<file path="config.mk">
export PLATFORM = sky130hd
export DESIGN_NAME = au_sched_flat
export DESIGN_NICKNAME = d
export VERILOG_FILES = /design/src/rtl/au_pkg.sv /design/src/rtl/au_sched_if.sv /design/src/rtl/au_sched_rr_arbiter.sv /design/src/rtl/au_sched.sv /design/src/flat_wrapper.sv
export SDC_FILE = /design/constraint.sdc
export NUM_CORES = 1
export LEC_CHECK = 0
export CAP_MARGIN = 30
export CELL_PAD_IN_SITES_DETAIL_PLACEMENT = 1
export CELL_PAD_IN_SITES_GLOBAL_PLACEMENT = 2
export CORE_ASPECT_RATIO = 1.4
export CORE_UTILIZATION = 36
export CTS_BUF_LIST = sky130_fd_sc_hd__clkbuf_16
export CTS_CLUSTER_SIZE = 14
export DETAILED_ROUTE_END_ITERATION = 8
export DONT_BUFFER_PORTS = 1
export GPL_TIMING_DRIVEN = 0
export PLACE_DENSITY_LB_ADDON = 0.1
export SLEW_MARGIN = 10
export SYNTH_ARGS = -nofsm -noshare
export SYNTH_HDL_FRONTEND = slang
export SYNTH_SLANG_ARGS = --single-unit
</file>
<file path="constraint.sdc">
create_clock -name clk -period 3.87 [get_ports clk]
set_input_delay 0.387 -clock clk [delete_from_list [all_inputs] [get_ports clk]]
set_output_delay 0.387 -clock clk [all_outputs]
set_load 0.03 [all_outputs]
</file>
<file path="src/rtl/au_pkg.sv">
// au_pkg: shared types for the arith unit scheduler.
// Op bundle, result type and scheduler state encoding.
package au_pkg;

  localparam int D_S = 16;
  localparam int O_S = 2;

  typedef enum logic {
    OP_U,
    OP_S
  } op_type;

  typedef enum logic [O_S-1:0] {
    Add,
    Sub,
    Mul,
    Div
  } operation;

  typedef logic [D_S-1:0] au_o;

  typedef struct packed {
    logic [D_S-1:0] a_in;
    logic [D_S-1:0] b_in;
    operation       op_code;
    op_type         op_typ;
  } au_ip;

  typedef enum logic [1:0] {
    IDLE,
    ISSUE,
    RESP
  } sched_state_e;

endpackage

</file>
<file path="src/rtl/au_sched_if.sv">
// au_sched_if: request and response handshakes
// between client blocks and the scheduler.
interface au_sched_if import au_pkg::*; #(
  parameter int N_REQ = 4,
  parameter int ID_W  = 2
);
  logic [N_REQ-1:0] req_valid;
  logic [N_REQ-1:0] req_ready;
  au_ip [N_REQ-1:0] req_op;
  logic             rsp_valid;
  logic             rsp_ready;
  logic [ID_W-1:0]  rsp_id;
  au_o              rsp_data;
  logic             rsp_dbz;

  modport master (
    output req_valid, req_op, rsp_ready,
    input  req_ready, rsp_valid, rsp_id,
    input  rsp_data, rsp_dbz
  );

  modport slave (
    input  req_valid, req_op, rsp_ready,
    output req_ready, rsp_valid, rsp_id,
    output rsp_data, rsp_dbz
  );
endinterface

</file>
<file path="src/rtl/au_sched_rr_arbiter.sv">
// rr_arbiter: first requester at or after ptr, wrapping.
// Purely combinational; one-hot grant plus index.
module rr_arbiter #(
  parameter int N_REQ = 4,
  parameter int ID_W  = 2
) (
  input  logic [N_REQ-1:0] req,
  input  logic [ID_W-1:0]  ptr,
  output logic [N_REQ-1:0] gnt,
  output logic [ID_W-1:0]  idx,
  output logic             any
);
  logic [ID_W:0]   s;
  logic [ID_W-1:0] j;

  always_comb begin
    gnt = '0;
    idx = '0;
    any = 1'b0;
    s   = '0;
    j   = '0;
    for (int i = 0; i < N_REQ; i++) begin
      s = {1'b0, ptr} + (ID_W+1)'(i);
      if (s >= (ID_W+1)'(N_REQ)) begin
        s = s - (ID_W+1)'(N_REQ);
      end
      j = s[ID_W-1:0];
      if (!any && req[j]) begin
        gnt[j] = 1'b1;
        idx    = j;
        any    = 1'b1;
      end
    end
  end
endmodule

</file>
<file path="src/rtl/au_sched.sv">
// au_sched: round-robin scheduler for one shared arith unit.
// IDLE grants, ISSUE drives the unit, RESP holds the result.
module au_sched import au_pkg::*; #(
  parameter int N_REQ = 4,
  parameter int ID_W  = 2
) (
  input  logic        clk,
  input  logic        rst,
  au_sched_if.slave   bus,
  output au_ip        au_req,
  input  au_o         au_rsp,
  output logic        busy,
  output logic [15:0] op_count
);
  sched_state_e     state_q, state_d;
  logic [ID_W-1:0]  rr_q, rr_d;
  logic [ID_W-1:0]  id_q, id_d;
  au_ip             op_q, op_d;
  au_o              data_q, data_d;
  logic             dbz_q, dbz_d;
  logic [15:0]      cnt_q, cnt_d;
  logic [N_REQ-1:0] gnt;
  logic [ID_W-1:0]  idx;
  logic             any;

  rr_arbiter #(
    .N_REQ(N_REQ),
    .ID_W (ID_W)
  ) u_arb (
    .req(bus.req_valid),
    .ptr(rr_q),
    .gnt(gnt),
    .idx(idx),
    .any(any)
  );

  assign bus.rsp_id   = id_q;
  assign bus.rsp_data = data_q;
  assign bus.rsp_dbz  = dbz_q;
  assign busy         = (state_q != IDLE);
  assign op_count     = cnt_q;

  always_comb begin
    state_d       = state_q;
    rr_d          = rr_q;
    id_d          = id_q;
    op_d          = op_q;
    data_d        = data_q;
    dbz_d         = dbz_q;
    cnt_d         = cnt_q;
    bus.req_ready = '0;
    bus.rsp_valid = 1'b0;
    au_req        = '0;
    unique case (state_q)
      IDLE: begin
        if (any) begin
          bus.req_ready = rst ? '0 : gnt;
          op_d    = bus.req_op[idx];
          id_d    = idx;
          rr_d    = (idx == ID_W'(N_REQ-1)) ? '0 : idx + 1'b1;
          state_d = ISSUE;
        end
      end
      ISSUE: begin
        au_req = rst ? '0 : op_q;
        // a zero divisor makes au_rsp meaningless, so it is dropped
        if (op_q.op_code == Div && op_q.b_in == '0) begin
          data_d = '0;
          dbz_d  = 1'b1;
        end else begin
          data_d = au_rsp;
          dbz_d  = 1'b0;
        end
        cnt_d   = cnt_q + 16'd1;
        state_d = RESP;
      end
      RESP: begin
        bus.rsp_valid = !rst;
        if (bus.rsp_ready) begin
          state_d = IDLE;
        end
      end
      default: state_d = IDLE;
    endcase
  end

  always_ff @(posedge clk) begin
    if (rst) begin
      state_q <= IDLE;
      rr_q    <= '0;
      id_q    <= '0;
      op_q    <= '0;
      data_q  <= '0;
      dbz_q   <= 1'b0;
      cnt_q   <= '0;
    end else begin
      state_q <= state_d;
      rr_q    <= rr_d;
      id_q    <= id_d;
      op_q    <= op_d;
      data_q  <= data_d;
      dbz_q   <= dbz_d;
      cnt_q   <= cnt_d;
    end
  end
endmodule

</file>
<file path="src/flat_wrapper.sv">
// flat-port wrapper written by rule: the top's interface ports become plain ports
module au_sched_flat import au_pkg::*;
#(
  parameter int N_REQ = 4,
  parameter int ID_W  = 2
)
  (clk, rst, au_req, au_rsp, busy, op_count, bus_req_valid, bus_req_op, bus_rsp_ready, bus_req_ready, bus_rsp_valid, bus_rsp_id, bus_rsp_data, bus_rsp_dbz);
  au_sched_if #(.N_REQ(N_REQ), .ID_W(ID_W)) bus_i ();
  input  logic clk;
  input  logic rst;
  output au_ip au_req;
  input  au_o au_rsp;
  output logic busy;
  output logic [15:0] op_count;
  input wire logic [$bits(bus_i.req_valid)-1:0] bus_req_valid;
  input wire logic [$bits(bus_i.req_op)-1:0] bus_req_op;
  input wire logic [$bits(bus_i.rsp_ready)-1:0] bus_rsp_ready;
  output wire logic [$bits(bus_i.req_ready)-1:0] bus_req_ready;
  output wire logic [$bits(bus_i.rsp_valid)-1:0] bus_rsp_valid;
  output wire logic [$bits(bus_i.rsp_id)-1:0] bus_rsp_id;
  output wire logic [$bits(bus_i.rsp_data)-1:0] bus_rsp_data;
  output wire logic [$bits(bus_i.rsp_dbz)-1:0] bus_rsp_dbz;
  assign bus_i.req_valid = bus_req_valid;
  assign bus_i.req_op = bus_req_op;
  assign bus_i.rsp_ready = bus_rsp_ready;
  assign bus_req_ready = bus_i.req_ready;
  assign bus_rsp_valid = bus_i.rsp_valid;
  assign bus_rsp_id = bus_i.rsp_id;
  assign bus_rsp_data = bus_i.rsp_data;
  assign bus_rsp_dbz = bus_i.rsp_dbz;
  au_sched #(.N_REQ(N_REQ), .ID_W(ID_W)) u_core (.clk(clk), .rst(rst), .bus(bus_i), .au_req(au_req), .au_rsp(au_rsp), .busy(busy), .op_count(op_count));
endmodule
</file>
## Word level (Yosys, flattened, before mapping)

Index checks and enable logic that the tools add are counted.

| word-level totals | value |
|---|---|
| register bits | 74 |
| input port bits | 163 |

| operators by class | value |
|---|---|
| bitwise logic cells | 3 |
| equality and inequality tests | 6 |
| reduce and logical (&&, ||, !) cells | 17 |
| add/sub/neg operators | 9 |
| $lt $le $gt $ge | 13 |
| muxes and demuxes | 46 |

Operator list:

| kind | number |
|---|---|
| $mux W35 | 3 |
| $bmux W35 S2 | 1 |
| $mux W4 | 7 |
| $mux W2 | 11 |
| $add A16 B1 Y16 const B | 1 |
| $logic_not A16 Y1 | 1 |
| $mux W16 | 1 |
| $lt A2 B3 Y1 const B | 5 |
| $mux W1 | 14 |
| $or A4 B4 Y4 | 3 |
| $ge A3 B3 Y1 const B | 3 |
| $bmux W1 S2 | 4 |
| $demux W1 S2 | 4 |
| $ge A2 B1 Y1 const B | 4 |
| $logic_and A1 B1 Y1 | 8 |
| $sub A2 B1 Y2 const B | 4 |
| $add A2 B2 Y3 const B | 2 |
| $eq A2 B2 Y1 const B | 3 |
| $pmux W2 S3 | 1 |
| $logic_not A1 Y1 | 4 |
| $reduce_and A2 Y1 | 2 |
| $add A2 B1 Y3 const B | 1 |
| $ge A2 B3 Y1 const B | 1 |
| $add A2 B1 Y2 const B | 1 |
| other kinds (5) | 5 |

## Depth between registers and ports, before layout

| depth | value |
|---|---|
| word-level depth | 17 |
| mapped depth | 15 |
| mapped depth without buffers | 11 |

## Hierarchy

A second synthesis with hierarchy kept.

| unflattened totals | value |
|---|---|
| cell total of the unflattened synthesis | 449 |
| area, all modules | 4272.8 um2 |

By module, submodules not included:

| module | area each (um2) | instances | seq. area each (um2) | cells each |
|---|---|---|---|---|
| au_sched | 3851.2 | 1 | 1481.4 | 404 |
| rr_arbiter | 421.7 | 1 | 0.0 | 45 |

## Worst setup path before layout

No wires, ideal clock.

| path | value |
|---|---|
| kind | flip-flop to flip-flop |
| start point | reg u_core.rr_q[0] |
| end point | reg u_core.rr_q[1] |
| arrival | 2.807 ns |
| path slack | 0.936 ns |
| period minus slack after synthesis | 2.934 ns |
| cell stages (with the launch flop) | 15 |
| buffers on the path | 4 |
| path through | dfxtp_1 buf_4 inv_1 ha_1 mux4_2 nor2b_1 o211a_1 buf_2 a21oi_2 buf_6 buf_6 inv_1 ha_1 mux2i_1 nor2_1 |

| on the way | value |
|---|---|
| longest elaborated chain between the ends | 16 |
| elaborated cells on any way between the ends | 41 |

Ends and longest elaborated chain:

| item | RTL line | text |
|---|---|---|
| start, declared | au_sched.sv:16 | `logic [ID_W-1:0] rr_q, rr_d;` |
| start signal, assigned | au_sched.sv:98 | `rr_q <= rr_d;` |
| parallel branches: the longest is 13 deep, another holds $add A2 B1 Y3 | -- |  |
| $mux W2 (*) | au_sched_rr_arbiter.sv:28 | `if (!any && req[j]) begin` |
| via u_core.idx[0] | au_sched.sv:23 | `logic [ID_W-1:0] idx;` |
| $add A2 B1 Y2 or $eq A2 B2 Y1 (tied branches) | au_sched.sv:60 | `rr_d = (idx == ID_W'(N_REQ-1)) ? '0 : idx + 1'b1;` |
| $mux W2 (*) | au_sched.sv:60 |  |

Mark *: on every way through the listed nets, which the timed path passes. The select of a mux whose other input is x is not followed.
A chain may end at the register's enable or synchronous reset.

## Worst setup path after layout

| path | value |
|---|---|
| start point | reg u_core.rr_q[0] |
| end point | out bus_req_ready[1] |

| on the way | value |
|---|---|
| longest elaborated chain between the ends | 17 |
| elaborated cells on any way between the ends | 63 |

Ends and longest elaborated chain:

| item | RTL line | text |
|---|---|---|
| parallel branches: the longest is 15 deep, another holds $add A2 B1 Y3 | -- |  |
| $mux W4 (*) | au_sched.sv:56 | `if (any) begin` |
| $mux W4 (*) | au_sched.sv:54 | `unique case (state_q)` |
| end, declared | flat_wrapper.sv:18 | `output wire logic [$bits(bus_i.req_ready)-1:0] bus_req_ready;` |

Mark *: on every way between the ends. The select of a mux whose other input is x is not followed.

==> results.toml <==
[placement]
dp_hpwl_mm = 11.8
dp.cells = 662
io_buffers = 0
place_ws_ps = 367
dpl_cell_area_mm2 = 0.00498
gp_congestion = 0.772

[synthesis]
async_flop_share = 0
synthTopCellsByArea = "dfxtp_1 (31%), mux2_4 (9.1%), mux2i_1 (8.6%), a222oi_1 (7.3%), o221ai_1 (6.4%)"
syn_nets = 680
ys_top_cells_by_count = "dfxtp_1 (74), nor2_1 (49), nand2_1 (46), mux2i_1 (41), and2_1 (37)"
ys_warn_count = 0
synth_ff_type = "dfxtp_1"
synth_seq_cells = 74
synth_top_area_share = 0.310
yosysTopAreaCell = "dfxtp_1"
syn_area_per_cell_um2 = 9.43
yosysSeqAreaShare = 0.310
syn_inst = 507
synth.most_common_cell = "dfxtp_1"
synth_edf_count = 0
synth.distinct_cells = 43
syn_area_mm2 = 0.00478

[routing]
drtIter0Drc = 284
vias = 4216
top_layer = "met4"
wl_mm = 15.4
vias_per_cell = 6.22
wl_per_cell_um = 22.7
drc_errors = 0
route.met2.wl_mm = 7.97
wl_met3_mm = 1.11
first_pass_iters = 8
m1WireLength_mm = 5.87
antenna_left = 0

[grt]
antenna_found_initial = 0
grt_first_pass_wirelength_mm = 23.7
grt_overflow = 0
grt_pass1_vias = 4460
grt_max_degree = 15
grt_use_total = 0.221

[die]
core_mm2 = 0.0129
die_w_um = 99.4
start_util = 0.371
fp-row-count = 49
dieArea_mm2 = 0.0138
io_pins = 239
die_y_um = 138

[power_and_ir_drop]
power_density_mw_per_mm2 = 764
peakVddDrop_mv = 0.260
p_leak_nw = 2.16

[timing]
fin_crit_ps = 3440
setup_ws_ps = 430
worstMarginPinSlew_ps = 764
timing_hold_violations_final = 0
grt_setup_unrepaired = "false"
fin_setup_tns_ps = 0
drv_slew = 0
setup_viol = 0
timing.final.crit_share = 0.889
relSlewSlack = 0.491
clock_skew_ps = 8.95
fmax_mhz = 291

[clock_tree]
cts_tree = "yes"
cts_max_level = 3
clockRootBuffer = "clkbuf_16"
numClockSinks = 74
cts_buffers = 9
cts_buffer_depth = 2
clock_latency_ps = 340
ctsResizeCount = 0
hold_buffers = 0
cts.clk_slew.worst_paths_ps = 60
postCtsSetupRepairBufs = 0

[final_layout]
num-nets-final = 693
instances_no_fill = 678
diodes = 0
utilization = 0.410
fin_area_mm2 = 0.00528
seqCellArea_mm2 = 0.00148
multiInputGateArea_mm2 = 0.00302
layout-drive-gt1-share = 0.156
fill_cells = 1500
syn_to_final_growth_pct = 10.5

[worst_setup_path]
path_cells = "buf_4 > inv_1 > ha_1 > mux4_2 > nor2_1 > and2_1 > a221oi_1 > nor2_1"
worstPathRequired_ps = 3480
cp_top_family = "simple AND/OR/NAND/NOR gates"
path_class = "flip-flop to primary output"
path_max_fanout = 10
crit_path_frequent_cell = "nor2_1"
ff2ff_path_depth = 10
start_kind = "flip-flop"
crit_slowest_cell = "mux4_2"
crit_cells = 8
cp_num_buf_inv = 2
worst_setup_path_end_kind = "primary output"
arrival_ps = 3050
slowest_delay_ps = 460

[min_path]
min_path_type = "input pin to flip-flop"
hold_path_depth = 2

[run]
drv_cap = 0

[run_status]
status = "finished clean"
registers in the layout (all words and copies together), names as in the netlist:
name                 count
u_core.bus.rsp_data     16
u_core.bus.rsp_id        2
u_core.state_q           2
u_core.op_q             35
u_core.bus.rsp_dbz       1
u_core.op_count         16
u_core.rr_q              2
per-layer routing:
metal	global-route usage	vias up
met3	0.0561	28
li1	-	1963
met1	0.245	2045
met2	0.395	180
met5	0	-
met4	0.0944	0
cells in the final DEF, fill, tap and decap left out, drive strengths merged, types with 5 or more instances in the layout:
master	n
o221ai	35
a21oi	7
a22oi	21
nor2b	5
ha	10
and2	37
nand3	7
buf	26
a222oi	35
mux2i	41
mux2	35
dfxtp	74
inv	9
xor2	10
clkbuf	30
nand2	46
nor2	49
where the power goes:
group | internal [W] | switching (W) | total [W]
sequential | 0.000936 | 0.000198 | 0.00113
combinational | 0.000890 | 0.00115 | 0.00204
clock | 0.000505 | 0.000357 | 0.000862
worst paths after layout:
kind | from | endpoint | slack (ps)
worst max-delay path | u_core.rr_q[0] | bus_req_ready[1] | 430
worst min-delay path | au_rsp[13] | u_core.bus.rsp_data[13] | 200
worst max register to register | u_core.rr_q[0] | u_core.op_q[27] | 460
worst min register to register | u_core.op_q[34] | u_core.op_q[34] | 460
kinds of logic (layout without fill, tap and decap cells):
kind of cell             Yosys count  count (layout)  share of synthesized area
multiplexers                      80              80                      0.210
buffers and inverters             51              69                     0.0591
XOR/XNOR                          13              13                     0.0238
adder cells (fa/ha/maj)           10              10                     0.0262
AND/OR/NAND/NOR                  166             166                      0.169
flip-flops                        74              74                      0.310
AO/OA/AOI/OAI                    113             113                      0.203
through the flow:
stage,hold slack [ps],total power [W]
6_report,202,0.00403
4_1_cts,190,0.00408
2_1_floorplan,424,0.00273
3_5_place_dp,440,0.00320
3_3_place_gp,436,0.00316
5_1_grt,198,0.00430
cell type report:
class | instances | area share
multi-input cells | 382 | 0.571
flip-flops and latches | 74 | 0.280
plain buffers | 45 | 0.0493
clock buffers | 9 | 0.0426
well taps | 153 | 0.0362
clock inverters | 7 | 0.0144
inverters | 6 | 0.00426
repair buffers | 2 | 0.00166
(Power assumes the default switching activity.)
